===== config.mk =====
export PLATFORM = sky130hd
export DESIGN_NAME = rob_recovery_ctrl_flat
export DESIGN_NICKNAME = d
export VERILOG_FILES = /design/src/rtl/rob_pkg.sv /design/src/rtl/rob_recovery_ctrl_if.sv /design/src/rtl/mispred_age_select.sv /design/src/rtl/rob_recovery_ctrl.sv /design/src/flat_wrapper.sv
export SDC_FILE = /design/constraint.sdc
export NUM_CORES = 1
export LEC_CHECK = 0
export ABC_CLOCK_PERIOD_IN_PS = 4000
export CELL_PAD_IN_SITES_DETAIL_PLACEMENT = 1
export CELL_PAD_IN_SITES_GLOBAL_PLACEMENT = 2
export CORE_MARGIN = 2
export CORE_UTILIZATION = 30
export DETAILED_ROUTE_END_ITERATION = 16
export PLACE_DENSITY = 0.9
export SLEW_MARGIN = 40
export SYNTH_ARGS = -nofsm -noshare
export SYNTH_HDL_FRONTEND = slang
export SYNTH_SLANG_ARGS = --single-unit

===== constraint.sdc =====
create_clock -name CLK -period 4 [get_ports CLK]
set_clock_uncertainty 0.15 [all_clocks]
set_input_delay 1.2 -clock CLK [delete_from_list [all_inputs] [get_ports CLK]]
set_output_delay 1.2 -clock CLK [all_outputs]
set_load 0.005 [all_outputs]

===== src/rtl/rob_pkg.sv =====
// Shared ROB recovery types: index width, recovery states, completion payload, age helper.
package rob_pkg;

    localparam int unsigned ROB_INDEX_SIZE = 7;
    localparam int unsigned PC_W           = 16;
    localparam int unsigned CNT_W          = 4;

    typedef logic [ROB_INDEX_SIZE-1:0] rob_idx_t;
    typedef logic [PC_W-1:0]           pc_t;

    typedef enum logic [1:0] {
        IDLE    = 2'd0,
        PENDING = 2'd1,
        FLUSH   = 2'd2,
        DRAIN   = 2'd3
    } rec_state_t;

    // One execution-unit completion as seen by the recovery logic.
    typedef struct packed {
        logic     valid;
        logic     mispred;
        rob_idx_t index;
        pc_t      new_pc;
    } cmpl_t;

    // Distance from the retire pointer; smaller means older. Wraps modulo ROB depth.
    function automatic rob_idx_t rob_age(input rob_idx_t index, input rob_idx_t retire_ptr);
        return index - retire_ptr;
    endfunction

endpackage


===== src/rtl/rob_recovery_ctrl_if.sv =====
// Completion, retire and recovery signals between the ROB/execution side and the recovery controller.
interface rob_recovery_ctrl_if;
    import rob_pkg::*;

    logic     ALU1_valid;
    logic     ALU1_mispred;
    rob_idx_t ALU1_index;
    pc_t      ALU1_new_PC;

    logic     ALU2_valid;
    logic     ALU2_mispred;
    rob_idx_t ALU2_index;
    pc_t      ALU2_new_PC;

    logic     LSU_valid;
    logic     LSU_mispred;
    rob_idx_t LSU_index;
    pc_t      LSU_new_PC;

    rob_idx_t ROB_Retire_Ptr;
    logic     ROB_Retire1_V;
    logic     ROB_Retire2_V;
    rob_idx_t ROB_Retire1_Index;
    rob_idx_t ROB_Retire2_Index;

    logic     Flush;
    logic     Redirect_V;
    pc_t      Redirect_PC;
    logic     Recovery_Stall;
    logic     Squash_Retire2;
    logic     Pending_V;
    rob_idx_t Pending_Index;

    // Environment side: execution units, ROB retire ports, front end.
    modport master (
        output ALU1_valid, ALU1_mispred, ALU1_index, ALU1_new_PC,
        output ALU2_valid, ALU2_mispred, ALU2_index, ALU2_new_PC,
        output LSU_valid,  LSU_mispred,  LSU_index,  LSU_new_PC,
        output ROB_Retire_Ptr, ROB_Retire1_V, ROB_Retire2_V,
        output ROB_Retire1_Index, ROB_Retire2_Index,
        input  Flush, Redirect_V, Redirect_PC, Recovery_Stall,
        input  Squash_Retire2, Pending_V, Pending_Index
    );

    // Recovery controller side.
    modport slave (
        input  ALU1_valid, ALU1_mispred, ALU1_index, ALU1_new_PC,
        input  ALU2_valid, ALU2_mispred, ALU2_index, ALU2_new_PC,
        input  LSU_valid,  LSU_mispred,  LSU_index,  LSU_new_PC,
        input  ROB_Retire_Ptr, ROB_Retire1_V, ROB_Retire2_V,
        input  ROB_Retire1_Index, ROB_Retire2_Index,
        output Flush, Redirect_V, Redirect_PC, Recovery_Stall,
        output Squash_Retire2, Pending_V, Pending_Index
    );

endinterface


===== src/rtl/mispred_age_select.sv =====
// Combinational picker: oldest mispredicting completion among ALU1, ALU2, LSU.
module mispred_age_select
    import rob_pkg::*;
(
    input  cmpl_t    alu1,
    input  cmpl_t    alu2,
    input  cmpl_t    lsu,
    input  rob_idx_t retire_ptr,
    output logic     sel_V,
    output rob_idx_t sel_index,
    output pc_t      sel_PC
);

    // Strict-less replacement keeps the earlier port on equal age: ALU1 > ALU2 > LSU.
    always_comb begin
        sel_V     = 1'b0;
        sel_index = '0;
        sel_PC    = '0;
        if (alu1.valid && alu1.mispred) begin
            sel_V     = 1'b1;
            sel_index = alu1.index;
            sel_PC    = alu1.new_pc;
        end
        if (alu2.valid && alu2.mispred &&
            (!sel_V || (rob_age(alu2.index, retire_ptr) < rob_age(sel_index, retire_ptr)))) begin
            sel_V     = 1'b1;
            sel_index = alu2.index;
            sel_PC    = alu2.new_pc;
        end
        if (lsu.valid && lsu.mispred &&
            (!sel_V || (rob_age(lsu.index, retire_ptr) < rob_age(sel_index, retire_ptr)))) begin
            sel_V     = 1'b1;
            sel_index = lsu.index;
            sel_PC    = lsu.new_pc;
        end
    end

endmodule


===== src/rtl/rob_recovery_ctrl.sv =====
// Branch-misprediction recovery sequencer: track oldest mispredict, flush and redirect at its retirement, then drain.
module rob_recovery_ctrl
    import rob_pkg::*;
#(
    parameter int unsigned DRAIN_CYCLES = 3   // legal range 1..15
) (
    input  logic              CLK,
    input  logic              RST_N,
    rob_recovery_ctrl_if.slave bus
);

    rec_state_t       state;
    logic [CNT_W-1:0] drain_cnt;
    logic             pend_v;
    rob_idx_t         pend_idx;
    pc_t              pend_pc;
    logic             flush_q;
    pc_t              redir_pc_q;
    logic             stall_q;

    cmpl_t            alu1_c;
    cmpl_t            alu2_c;
    cmpl_t            lsu_c;
    logic             sel_v_c;
    rob_idx_t         sel_idx_c;
    pc_t              sel_pc_c;
    logic             retire_hit_c;
    logic             older_c;

    // Pack the completion ports for the age picker.
    assign alu1_c = '{valid: bus.ALU1_valid, mispred: bus.ALU1_mispred,
                      index: bus.ALU1_index, new_pc: bus.ALU1_new_PC};
    assign alu2_c = '{valid: bus.ALU2_valid, mispred: bus.ALU2_mispred,
                      index: bus.ALU2_index, new_pc: bus.ALU2_new_PC};
    assign lsu_c  = '{valid: bus.LSU_valid,  mispred: bus.LSU_mispred,
                      index: bus.LSU_index,  new_pc: bus.LSU_new_PC};

    mispred_age_select u_sel (
        .alu1       (alu1_c),
        .alu2       (alu2_c),
        .lsu        (lsu_c),
        .retire_ptr (bus.ROB_Retire_Ptr),
        .sel_V      (sel_v_c),
        .sel_index  (sel_idx_c),
        .sel_PC     (sel_pc_c)
    );

    // Either retire slot reaching the tracked entry triggers recovery.
    assign retire_hit_c = (bus.ROB_Retire1_V && (bus.ROB_Retire1_Index == pend_idx)) ||
                          (bus.ROB_Retire2_V && (bus.ROB_Retire2_Index == pend_idx));

    // A new candidate only displaces the tracked entry if strictly older.
    assign older_c = rob_age(sel_idx_c, bus.ROB_Retire_Ptr) < rob_age(pend_idx, bus.ROB_Retire_Ptr);

    // Slot 2 is younger than the mispredict retiring in slot 1, so it must not retire.
    assign bus.Squash_Retire2 = (state == PENDING) && bus.ROB_Retire1_V &&
                                (bus.ROB_Retire1_Index == pend_idx);

    assign bus.Flush          = flush_q;
    assign bus.Redirect_V     = flush_q;
    assign bus.Redirect_PC    = redir_pc_q;
    assign bus.Recovery_Stall = stall_q;
    assign bus.Pending_V      = pend_v;
    assign bus.Pending_Index  = pend_idx;

    // Recovery FSM with registered flush/redirect/stall/pending outputs.
    always_ff @(posedge CLK or negedge RST_N) begin
        if (!RST_N) begin
            state      <= IDLE;
            drain_cnt  <= '0;
            pend_v     <= 1'b0;
            pend_idx   <= '0;
            pend_pc    <= '0;
            flush_q    <= 1'b0;
            redir_pc_q <= '0;
            stall_q    <= 1'b0;
        end else begin
            flush_q <= 1'b0;
            case (state)
                IDLE: begin
                    if (sel_v_c) begin
                        pend_v   <= 1'b1;
                        pend_idx <= sel_idx_c;
                        pend_pc  <= sel_pc_c;
                        state    <= PENDING;
                    end
                end
                PENDING: begin
                    if (retire_hit_c) begin
                        flush_q    <= 1'b1;
                        redir_pc_q <= pend_pc;
                        stall_q    <= 1'b1;
                        state      <= FLUSH;
                    end else if (sel_v_c && older_c) begin
                        pend_idx <= sel_idx_c;
                        pend_pc  <= sel_pc_c;
                    end
                end
                FLUSH: begin
                    pend_v    <= 1'b0;
                    drain_cnt <= CNT_W'(DRAIN_CYCLES);
                    state     <= DRAIN;
                end
                DRAIN: begin
                    if (drain_cnt <= CNT_W'(1)) begin
                        drain_cnt <= '0;
                        stall_q   <= 1'b0;
                        state     <= IDLE;
                    end else begin
                        drain_cnt <= drain_cnt - CNT_W'(1);
                    end
                end
                default: state <= IDLE;
            endcase
        end
    end

endmodule


===== src/flat_wrapper.sv =====
// flat-port wrapper written by rule: the top's interface ports become plain ports
module rob_recovery_ctrl_flat import rob_pkg::*;
#(
    parameter int unsigned DRAIN_CYCLES = 3                       
)
  (CLK, RST_N, bus_ALU1_valid, bus_ALU1_mispred, bus_ALU1_index, bus_ALU1_new_PC, bus_ALU2_valid, bus_ALU2_mispred, bus_ALU2_index, bus_ALU2_new_PC, bus_LSU_valid, bus_LSU_mispred, bus_LSU_index, bus_LSU_new_PC, bus_ROB_Retire_Ptr, bus_ROB_Retire1_V, bus_ROB_Retire2_V, bus_ROB_Retire1_Index, bus_ROB_Retire2_Index, bus_Flush, bus_Redirect_V, bus_Redirect_PC, bus_Recovery_Stall, bus_Squash_Retire2, bus_Pending_V, bus_Pending_Index);
  rob_recovery_ctrl_if bus_i ();
  input  logic CLK;
  input  logic RST_N;
  input wire logic [$bits(bus_i.ALU1_valid)-1:0] bus_ALU1_valid;
  input wire logic [$bits(bus_i.ALU1_mispred)-1:0] bus_ALU1_mispred;
  input wire logic [$bits(bus_i.ALU1_index)-1:0] bus_ALU1_index;
  input wire logic [$bits(bus_i.ALU1_new_PC)-1:0] bus_ALU1_new_PC;
  input wire logic [$bits(bus_i.ALU2_valid)-1:0] bus_ALU2_valid;
  input wire logic [$bits(bus_i.ALU2_mispred)-1:0] bus_ALU2_mispred;
  input wire logic [$bits(bus_i.ALU2_index)-1:0] bus_ALU2_index;
  input wire logic [$bits(bus_i.ALU2_new_PC)-1:0] bus_ALU2_new_PC;
  input wire logic [$bits(bus_i.LSU_valid)-1:0] bus_LSU_valid;
  input wire logic [$bits(bus_i.LSU_mispred)-1:0] bus_LSU_mispred;
  input wire logic [$bits(bus_i.LSU_index)-1:0] bus_LSU_index;
  input wire logic [$bits(bus_i.LSU_new_PC)-1:0] bus_LSU_new_PC;
  input wire logic [$bits(bus_i.ROB_Retire_Ptr)-1:0] bus_ROB_Retire_Ptr;
  input wire logic [$bits(bus_i.ROB_Retire1_V)-1:0] bus_ROB_Retire1_V;
  input wire logic [$bits(bus_i.ROB_Retire2_V)-1:0] bus_ROB_Retire2_V;
  input wire logic [$bits(bus_i.ROB_Retire1_Index)-1:0] bus_ROB_Retire1_Index;
  input wire logic [$bits(bus_i.ROB_Retire2_Index)-1:0] bus_ROB_Retire2_Index;
  output wire logic [$bits(bus_i.Flush)-1:0] bus_Flush;
  output wire logic [$bits(bus_i.Redirect_V)-1:0] bus_Redirect_V;
  output wire logic [$bits(bus_i.Redirect_PC)-1:0] bus_Redirect_PC;
  output wire logic [$bits(bus_i.Recovery_Stall)-1:0] bus_Recovery_Stall;
  output wire logic [$bits(bus_i.Squash_Retire2)-1:0] bus_Squash_Retire2;
  output wire logic [$bits(bus_i.Pending_V)-1:0] bus_Pending_V;
  output wire logic [$bits(bus_i.Pending_Index)-1:0] bus_Pending_Index;
  assign bus_i.ALU1_valid = bus_ALU1_valid;
  assign bus_i.ALU1_mispred = bus_ALU1_mispred;
  assign bus_i.ALU1_index = bus_ALU1_index;
  assign bus_i.ALU1_new_PC = bus_ALU1_new_PC;
  assign bus_i.ALU2_valid = bus_ALU2_valid;
  assign bus_i.ALU2_mispred = bus_ALU2_mispred;
  assign bus_i.ALU2_index = bus_ALU2_index;
  assign bus_i.ALU2_new_PC = bus_ALU2_new_PC;
  assign bus_i.LSU_valid = bus_LSU_valid;
  assign bus_i.LSU_mispred = bus_LSU_mispred;
  assign bus_i.LSU_index = bus_LSU_index;
  assign bus_i.LSU_new_PC = bus_LSU_new_PC;
  assign bus_i.ROB_Retire_Ptr = bus_ROB_Retire_Ptr;
  assign bus_i.ROB_Retire1_V = bus_ROB_Retire1_V;
  assign bus_i.ROB_Retire2_V = bus_ROB_Retire2_V;
  assign bus_i.ROB_Retire1_Index = bus_ROB_Retire1_Index;
  assign bus_i.ROB_Retire2_Index = bus_ROB_Retire2_Index;
  assign bus_Flush = bus_i.Flush;
  assign bus_Redirect_V = bus_i.Redirect_V;
  assign bus_Redirect_PC = bus_i.Redirect_PC;
  assign bus_Recovery_Stall = bus_i.Recovery_Stall;
  assign bus_Squash_Retire2 = bus_i.Squash_Retire2;
  assign bus_Pending_V = bus_i.Pending_V;
  assign bus_Pending_Index = bus_i.Pending_Index;
  rob_recovery_ctrl #(.DRAIN_CYCLES(DRAIN_CYCLES)) u_core (.CLK(CLK), .RST_N(RST_N), .bus(bus_i));
endmodule

==> metrics.yaml, run 1 <==
floorplan.initialDensity_pct: 30.4
die_area_um2: 17700
fin_total_pwr_mw: 4.24
outcome: "finished with violations"
route.detailed.vias_per_inst: 5.37
max_freq_mhz: 103
gr-usage-all-layers_pct: 24.6
synth_seq_area_share_pct: 24.1
stdcell_area_um2: 8360
critical-path-top-delay-family: "compound AO/OA/AOI/OAI gates"
tightestPinTransition_ps: 649
critical_path.n_buffers_inverters: 9
number_of_global_route_vias_before_repair: 6275
vias: 5539
report.final.slew_viol_count: 0
failing_checks: "setup timing"
dpl.hpwl_um: 16200
largest_incremental_delay_on_the_critical_path_ps: 520
drc: 0
drt_first_iter_violations: 182
synth_cells: 531
syn_nets: 694
cts_tree: "yes"
clock_latency_ps: 290
min-delay-path-class: "reg2reg"
grt_first_pass_wirelength_um: 34100
arrival_ps: 9690
layout-drive-gt1-share_pct: 37.7
antenna_cells: 0
core_area_um2: 16400
place.gp.congestion: 0.899
rsz0062_at_grt: "yes"
crit_path_end_kind: "register"
peakVddDrop_uv: 237
overflow: 0
final.fill_count: 1812
number_of_different_library_cells_in_the_post_synthesis_netlist: 54
placement_rows: 47
path_class: "in2reg"
cts.path.max_buffers: 2
postSynthRegisterBits: 48
cp-start-kind: "primary input"
powerDensity_nw_per_um2: 507
floorplan.die.height_um: 133
critical_path_peak_fanout: 17
finalWorstSetupSlack_ps: -5670
timing.max_slew.rel_slack_pct: 56.4
routed_wire_length_per_instance_um: 21.7
cts_inserted_buffers: 5
num-nets-final: 973
setup_viol: 23
numClockSinks: 48
drt-total-wl_um: 22400
synth_top_flop_cell: "dfrtp_1"
floorplan.die.width_um: 133
growth_of_design_area_from_synthesis_to_finish_pct: 67.7
yosys_warnings: 0
grt_antenna_before_repair: 0
path_clk_slew_ps: 60
port_bufs: 127
clock_root_buffer: "clkbuf_16"
number_of_top_level_design_ports: 128
post_synth_instance_area_um2: 4980
max_cap_violations: 0
hold_ws_ps: 358
antenna_left: 0
layout_worst_path_cycle_share_pct: 242
synth_enable_flop_cells: 0
asyncSetResetFlopFracSynth_pct: 100
final-hold-violation-count: 0
htree_num_levels: 2
min_period_ps: 9670
tns_setup_ps: -129300
instance_area_at_placement_um2: 7470
syn-mean-instance-area_um2: 9.38
grt_start_max_net_pins: 49
worst-endpoint-required_ps: 4030
cts-hold-fix-buffers: 0
p_leak_nw: 3.83
drt-pass1-iter-count: 4
cp_slowest_cell: "or4_4"
-- logic make-up after synthesis --
family	share of synthesized area (%)
AO/OA/AOI/OAI	26.5
AND/OR/NAND/NOR	9.14
flip-flops	24.1
buffers and inverters	5.58
multiplexers	9.44
adder cells (fa/ha/maj)	17.0
XOR/XNOR	8.26
-- power breakdown --
group | switching, mW | internal [mW]
Combinational | 1.30 | 1.55
Clock | 0.186 | 0.329
Sequential | 0.197 | 0.685
Total | 1.68 | 2.56
-- final timing paths --
path	start	endpoint	slack [ps]	cells after the start
min	u_core.pend_pc[11]$_DFFE_PN0P_	u_core.pend_pc[11]$_DFFE_PN0P_	360	1
min reg2reg	u_core.pend_pc[11]$_DFFE_PN0P_	u_core.pend_pc[11]$_DFFE_PN0P_	360	1
max	bus_ALU1_valid	u_core.pend_pc[14]$_DFFE_PN0P_	-5670	45
min in group asynchronous	RST_N	u_core.bus.Pending_V$_DFFE_PN0P_	750	1
max reg2reg	u_core.bus.Pending_Index[0]$_DFFE_PN0P_	u_core.pend_pc[14]$_DFFE_PN0P_	340	16
max in group asynchronous	RST_N	u_core.bus.Redirect_PC[5]$_DFFE_PN0P_	2520	1
-- area by class of cell --
cell class / instances / area, µm² / area share, %
Clock inverter: 1 / 30.0 / 0.359
Sequential cell: 48 / 1200 / 14.4
Multi-Input combinational cell: 421 / 3950 / 47.2
Inverter: 35 / 134 / 1.60
Tap cell: 220 / 275 / 3.29
Timing Repair Buffer: 299 / 2620 / 31.3
Clock buffer: 7 / 153 / 1.83
-- state kept, by name, summed over array words and instances (netlist names) --
register	cells
u_core.bus.Redirect_PC	16
u_core.bus.Recovery_Stall	1
u_core.bus.Flush	1
u_core.state	2
u_core.pend_pc	16
u_core.bus.Pending_V	1
u_core.bus.Pending_Index	7
u_core.drain_cnt	4
-- cells in the final DEF, fill, tap and decap left out, types with 21 or more instances in the layout --
master | Yosys | routed
a211oi_1 | 27 | 22
a21o_1 | 23 | 23
inv_1 | 35 | 31
ha_1 | 58 | 49
nand2_1 | 24 | 23
buf_4 | 4 | 161
o211ai_1 | 32 | 32
a31oi_1 | 24 | 21
clkdlybuf4s50_1 | 0 | 114
dfrtp_1 | 48 | 48
xnor2_1 | 36 | 33
-- per-stage QoR --
stage	cells	setup slack, ps	utilization, %
2_1_floorplan	531	-5150	-
3_5_place_dp	981	-6540	45.5
4_1_cts	1026	-5580	50.1
5_1_grt	1031	-6010	50.9
3_3_place_gp	981	-5780	45.5
6_report	1031	-5670	50.9
-- worst register-to-register path, stage by stage, from the launching register on --
cell,delay (ps)
dfrtp_1,400
inv_1,70
ha_1,140
inv_1,60
fa_1,380
a21o_1,180
a21oi_1,210
o21bai_1,100
a21oi_1,210
xnor2_1,210
ha_4,270
buf_6,120
a211oi_4,260
a41oi_4,190
buf_6,180
buf_12,140
mux2_4,300
-- cells in the mapped netlist (2+ instances only) --
cell type	n	share of area (%)
o211ai_1	32	4.8
nand2_1	24	1.8
clkbuf_1	9	0.68
buf_2	12	1.2
a31oi_1	24	3.0
a21boi_0	4	0.60
o21ai_0	12	1.2
nor2_1	19	1.4
ha_1	58	15
nor2b_1	5	0.63
buf_4	4	0.60
o31ai_1	3	0.45
mux2_2	39	8.8
mux2i_1	2	0.40
o211ai_2	11	2.8
nand4_1	6	0.75
maj3_1	2	0.40
fa_1	5	2.0
or4_1	2	0.30
inv_1	35	2.6
o21bai_1	3	0.45
nand3_1	8	0.80
nor4_1	4	0.50
a21oi_1	22	2.2
a211oi_1	27	4.1
dfrtp_1	48	24
a21o_1	23	3.5
o22ai_1	3	0.38
xor2_1	11	1.9
or3_1	2	0.25
a211o_1	2	0.35
nand2b_1	7	0.88
nor3_1	3	0.30
and2_1	4	0.50
and4b_1	2	0.40
xnor2_1	36	6.3
-- layer usage --
| layer | wire [µm] | vias to the layer above | part of all wire [%] | track usage, % |
|---|---|---|---|---|
| li1 | - | 2536 | - | - |
| met1 | 8700 | 2753 | 39 | 27.5 |
| met2 | 11700 | 184 | 52 | 47.5 |
| met3 | 985 | 66 | 4.4 | 3.30 |
| met4 | 969 | 0 | 4.3 | 8.12 |
| met5 | 0 | - | 0 | 0 |
-- timing repair --
action / in CTS / in global routing
gates cloned: 3 / 0
pin swaps: 40 / 50
buffers inserted: 34 / 12
setup endpoints to repair: 24 / 23
gates resized for setup: 96 / 36
Note: power is estimated with default switching activity, not from simulation.
==> run 2: changes to the inputs <==
--- a/config.mk
+++ b/config.mk
@@ -6,6 +6,7 @@
 export NUM_CORES = 1
 export LEC_CHECK = 0
 export ABC_CLOCK_PERIOD_IN_PS = 4000
+export CAP_MARGIN = 5
 export CELL_PAD_IN_SITES_DETAIL_PLACEMENT = 1
 export CELL_PAD_IN_SITES_GLOBAL_PLACEMENT = 2
 export CORE_MARGIN = 2
==> results of run 2 <==
The final DEF is identical to that of run 1; final timing and power are the same.
==> run 3: changes to the inputs <==
--- a/config.mk
+++ b/config.mk
@@ -5,14 +5,15 @@
 export SDC_FILE = /design/constraint.sdc
 export NUM_CORES = 1
 export LEC_CHECK = 0
+export ABC_AREA = 1
 export ABC_CLOCK_PERIOD_IN_PS = 4000
 export CAP_MARGIN = 5
 export CELL_PAD_IN_SITES_DETAIL_PLACEMENT = 1
 export CELL_PAD_IN_SITES_GLOBAL_PLACEMENT = 2
 export CORE_MARGIN = 2
-export CORE_UTILIZATION = 30
+export CORE_UTILIZATION = 26
 export DETAILED_ROUTE_END_ITERATION = 16
-export PLACE_DENSITY = 0.9
+export PLACE_DENSITY = 0.89
 export SLEW_MARGIN = 40
 export SYNTH_ARGS = -nofsm -noshare
 export SYNTH_HDL_FRONTEND = slang
==> metrics.yaml, run 3 <==
growth_of_design_area_from_synthesis_to_finish_pct: 73.3
htree_num_levels: 2
cts-hold-fix-buffers: 0
numClockSinks: 48
floorplan.initialDensity_pct: 26.6
cp-start-kind: "primary input"
worst_r2r_path_depth: 20
critical_path_peak_fanout: 6
tightestPinTransition_ps: 631
netlist_top_cells_area: "dfrtp_1 24%, nand2_1 22%, ha_1 15%, nand3_1 9.5%, inv_1 7.6%"
arrival_ps: 8200
core_area_um2: 18800
timing.max_slew.rel_slack_pct: 57.8
p_leak_nw: 4.58
floorplan.die.width_um: 142
finalWorstSetupSlack_ps: -4120
grt_antenna_before_repair: 0
cts_tree: "yes"
hold_start: "u_core.bus.Redirect_PC[7]$_DFFE_PN0P_"
path_clk_slew_ps: 70
routed_wire_length_per_instance_um: 16.7
grt_first_pass_wirelength_um: 31900
final.fill_count: 2314
syn-mean-instance-area_um2: 6.52
worst-endpoint-required_ps: 4080
mostFrequentLayoutCell: "nand2_1"
antenna_left: 0
number_of_different_library_cells_in_the_post_synthesis_netlist: 34
crit_path_frequent_cell: "nand2_2"
cp_slowest_cell: "fa_2"
failing_checks: "setup timing"
clock_root_buffer: "clkbuf_16"
outcome: "finished with violations"
reg2reg_to: "u_core.bus.Pending_Index[6]$_DFFE_PN0P_"
layout-drive-gt1-share_pct: 31.9
layout_worst_path_cycle_share_pct: 203
min_delay_worst_endpoint: "u_core.bus.Redirect_PC[7]$_DFFE_PN0P_"
place.gp.congestion: 0.800
clock_latency_ps: 290
placement_rows: 50
synth_top_flop_cell: "dfrtp_1"
cts_inserted_buffers: 5
route.detailed.vias_per_inst: 4.69
hold_ws_ps: 335
grt_start_max_net_pins: 49
synthMostInstantiatedCell: "nand2_1"
overflow: 0
drt_first_iter_violations: 158
dpl_worst_slack_ps: -4890
drt-total-wl_um: 21000
worst_hold_path.num_cells: 2
syn_nets: 927
number_of_top_level_design_ports: 128
timing.rr.start: "u_core.bus.Pending_Index[0]$_DFFE_PN0P_"
setup_viol: 23
tns_setup_ps: -94330
dpl.hpwl_um: 14800
asyncSetResetFlopFracSynth_pct: 100
final_cell_mix: "224 x nand2_1, 126 x buf_4, 108 x clkdlybuf4s50_1"
gr-usage-all-layers_pct: 19.8
powerDensity_nw_per_um2: 485
synth.largest_area_cell: "dfrtp_1"
postSynthRegisterBits: 48
cts.path.max_buffers: 2
synth_enable_flop_cells: 0
max_cap_violations: 0
largest_incremental_delay_on_the_critical_path_ps: 400
drt-pass1-iter-count: 4
peakVddDrop_uv: 269
path_class: "in2reg"
min_period_ps: 8120
crit_start: "bus_ALU2_index[0]"
crit_path_end_kind: "register"
fin_total_pwr_mw: 4.19
floorplan.die.height_um: 142
antenna_cells: 0
die_area_um2: 20300
max_freq_mhz: 123
yosys_warnings: 0
finish.utilization_pct: 46.0
drc: 0
synth_cells: 764
report.final.slew_viol_count: 0
number_of_global_route_vias_before_repair: 6277
min-delay-path-class: "reg2reg"
netlist_top_cells_count: "292 x nand2_1, 101 x inv_1, 95 x nand3_1, 58 x ha_1, 48 x dfrtp_1"
synth_seq_area_share_pct: 24.1
synth_top_area_share_pct: 24.1
regToRegSetupSlack_ps: 330
port_bufs: 127
post_synth_instance_area_um2: 4980
final-hold-violation-count: 0
rsz0062_at_grt: "yes"
vias: 5905
num-nets-final: 1186
## run 3: changes by cell type in the layout (fill, tap and decap cells not counted), sizes merged, moves of 9 or more
cell,change
xor2,+9
a211oi,-28
mux2,-40
a31oi,-23
nand3,+87
inv,+70
xnor2,-17
buf,-28
a21o,-20
nand2,+270
o211ai,-42
a21oi,+11
## run 3: worst max-delay path, delay by kind of cell
| kind | cells | cell delay [ps] |
|---|---|---|
| xor+xnor | 4 | 700 |
| fa+ha+maj | 9 | 2350 |
| buf+inv | 11 | 910 |
| compound gates | 5 | 610 |
| simple gates | 29 | 2420 |
## run 3: what timing repair did
action                                 CTS  global route
endpoints found under the hold margin    0             0
gates cloned                             4             2
setup endpoints to repair               24            23
resized for setup                      120           114
pin swaps                               52            71
buffers inserted                        15            13
## run 3: metrics by stage
step           cell area (µm²)  cells
6_report                  8640   1258
4_1_cts                   8200   1244
5_1_grt                   8640   1258
3_5_place_dp              7450   1218
2_1_floorplan             5170    764
3_3_place_gp              7450   1218
## run 3: kinds of logic after synthesis
family	synth area share, %
xor gates and xnor gates	6.85
buffers and inverters	10.7
AOI/OAI and AO/OA	6.03
adders and majority gates	16.6
and+or+nand+nor	35.8
DFF	24.1
## run 3: cell type report
type                    instances  area, µm²  share of cell area, %
inverters                     108        434                   5.03
well taps                     234        293                   3.39
repair buffers                271       2490                   28.9
clock buffers                   7        143                   1.65
clock inverters                 1       7.51                 0.0869
multi-input cells             589       4070                   47.1
flip-flops and latches         48       1200                   13.9
## run 3: report_power, final
part	total, mW	switching (mW)	internal (mW)	leakage [nW]
clock	0.432	0.182	0.249	0.0701
combinational	2.91	1.49	1.42	3.88
sequential	0.852	0.185	0.667	0.630
## run 3: layer usage
layer	vias to the layer above	GRT usage (%)	wire, µm
li1	2929	-	-
met1	2830	24.4	8960
met2	111	36.4	11000
met3	35	1.95	531
met4	0	5.26	463
met5	-	0	0
## run 3: worst max-delay path by stage
stage,to,slack [ps],depth (start not counted)
3_3_place_gp,u_core.bus.Pending_Index[4]$_DFFE_PN0P_,-4640,53
3_5_place_dp,u_core.pend_pc[2]$_DFFE_PN0P_,-4890,55
4_1_cts,u_core.bus.Pending_Index[0]$_DFFE_PN0P_,-3940,59
2_1_floorplan,u_core.bus.Pending_Index[6]$_DFFE_PN0P_,-4060,57
6_report,u_core.bus.Pending_Index[6]$_DFFE_PN0P_,-4120,58
5_1_grt,u_core.pend_pc[6]$_DFFE_PN0P_,-4620,55
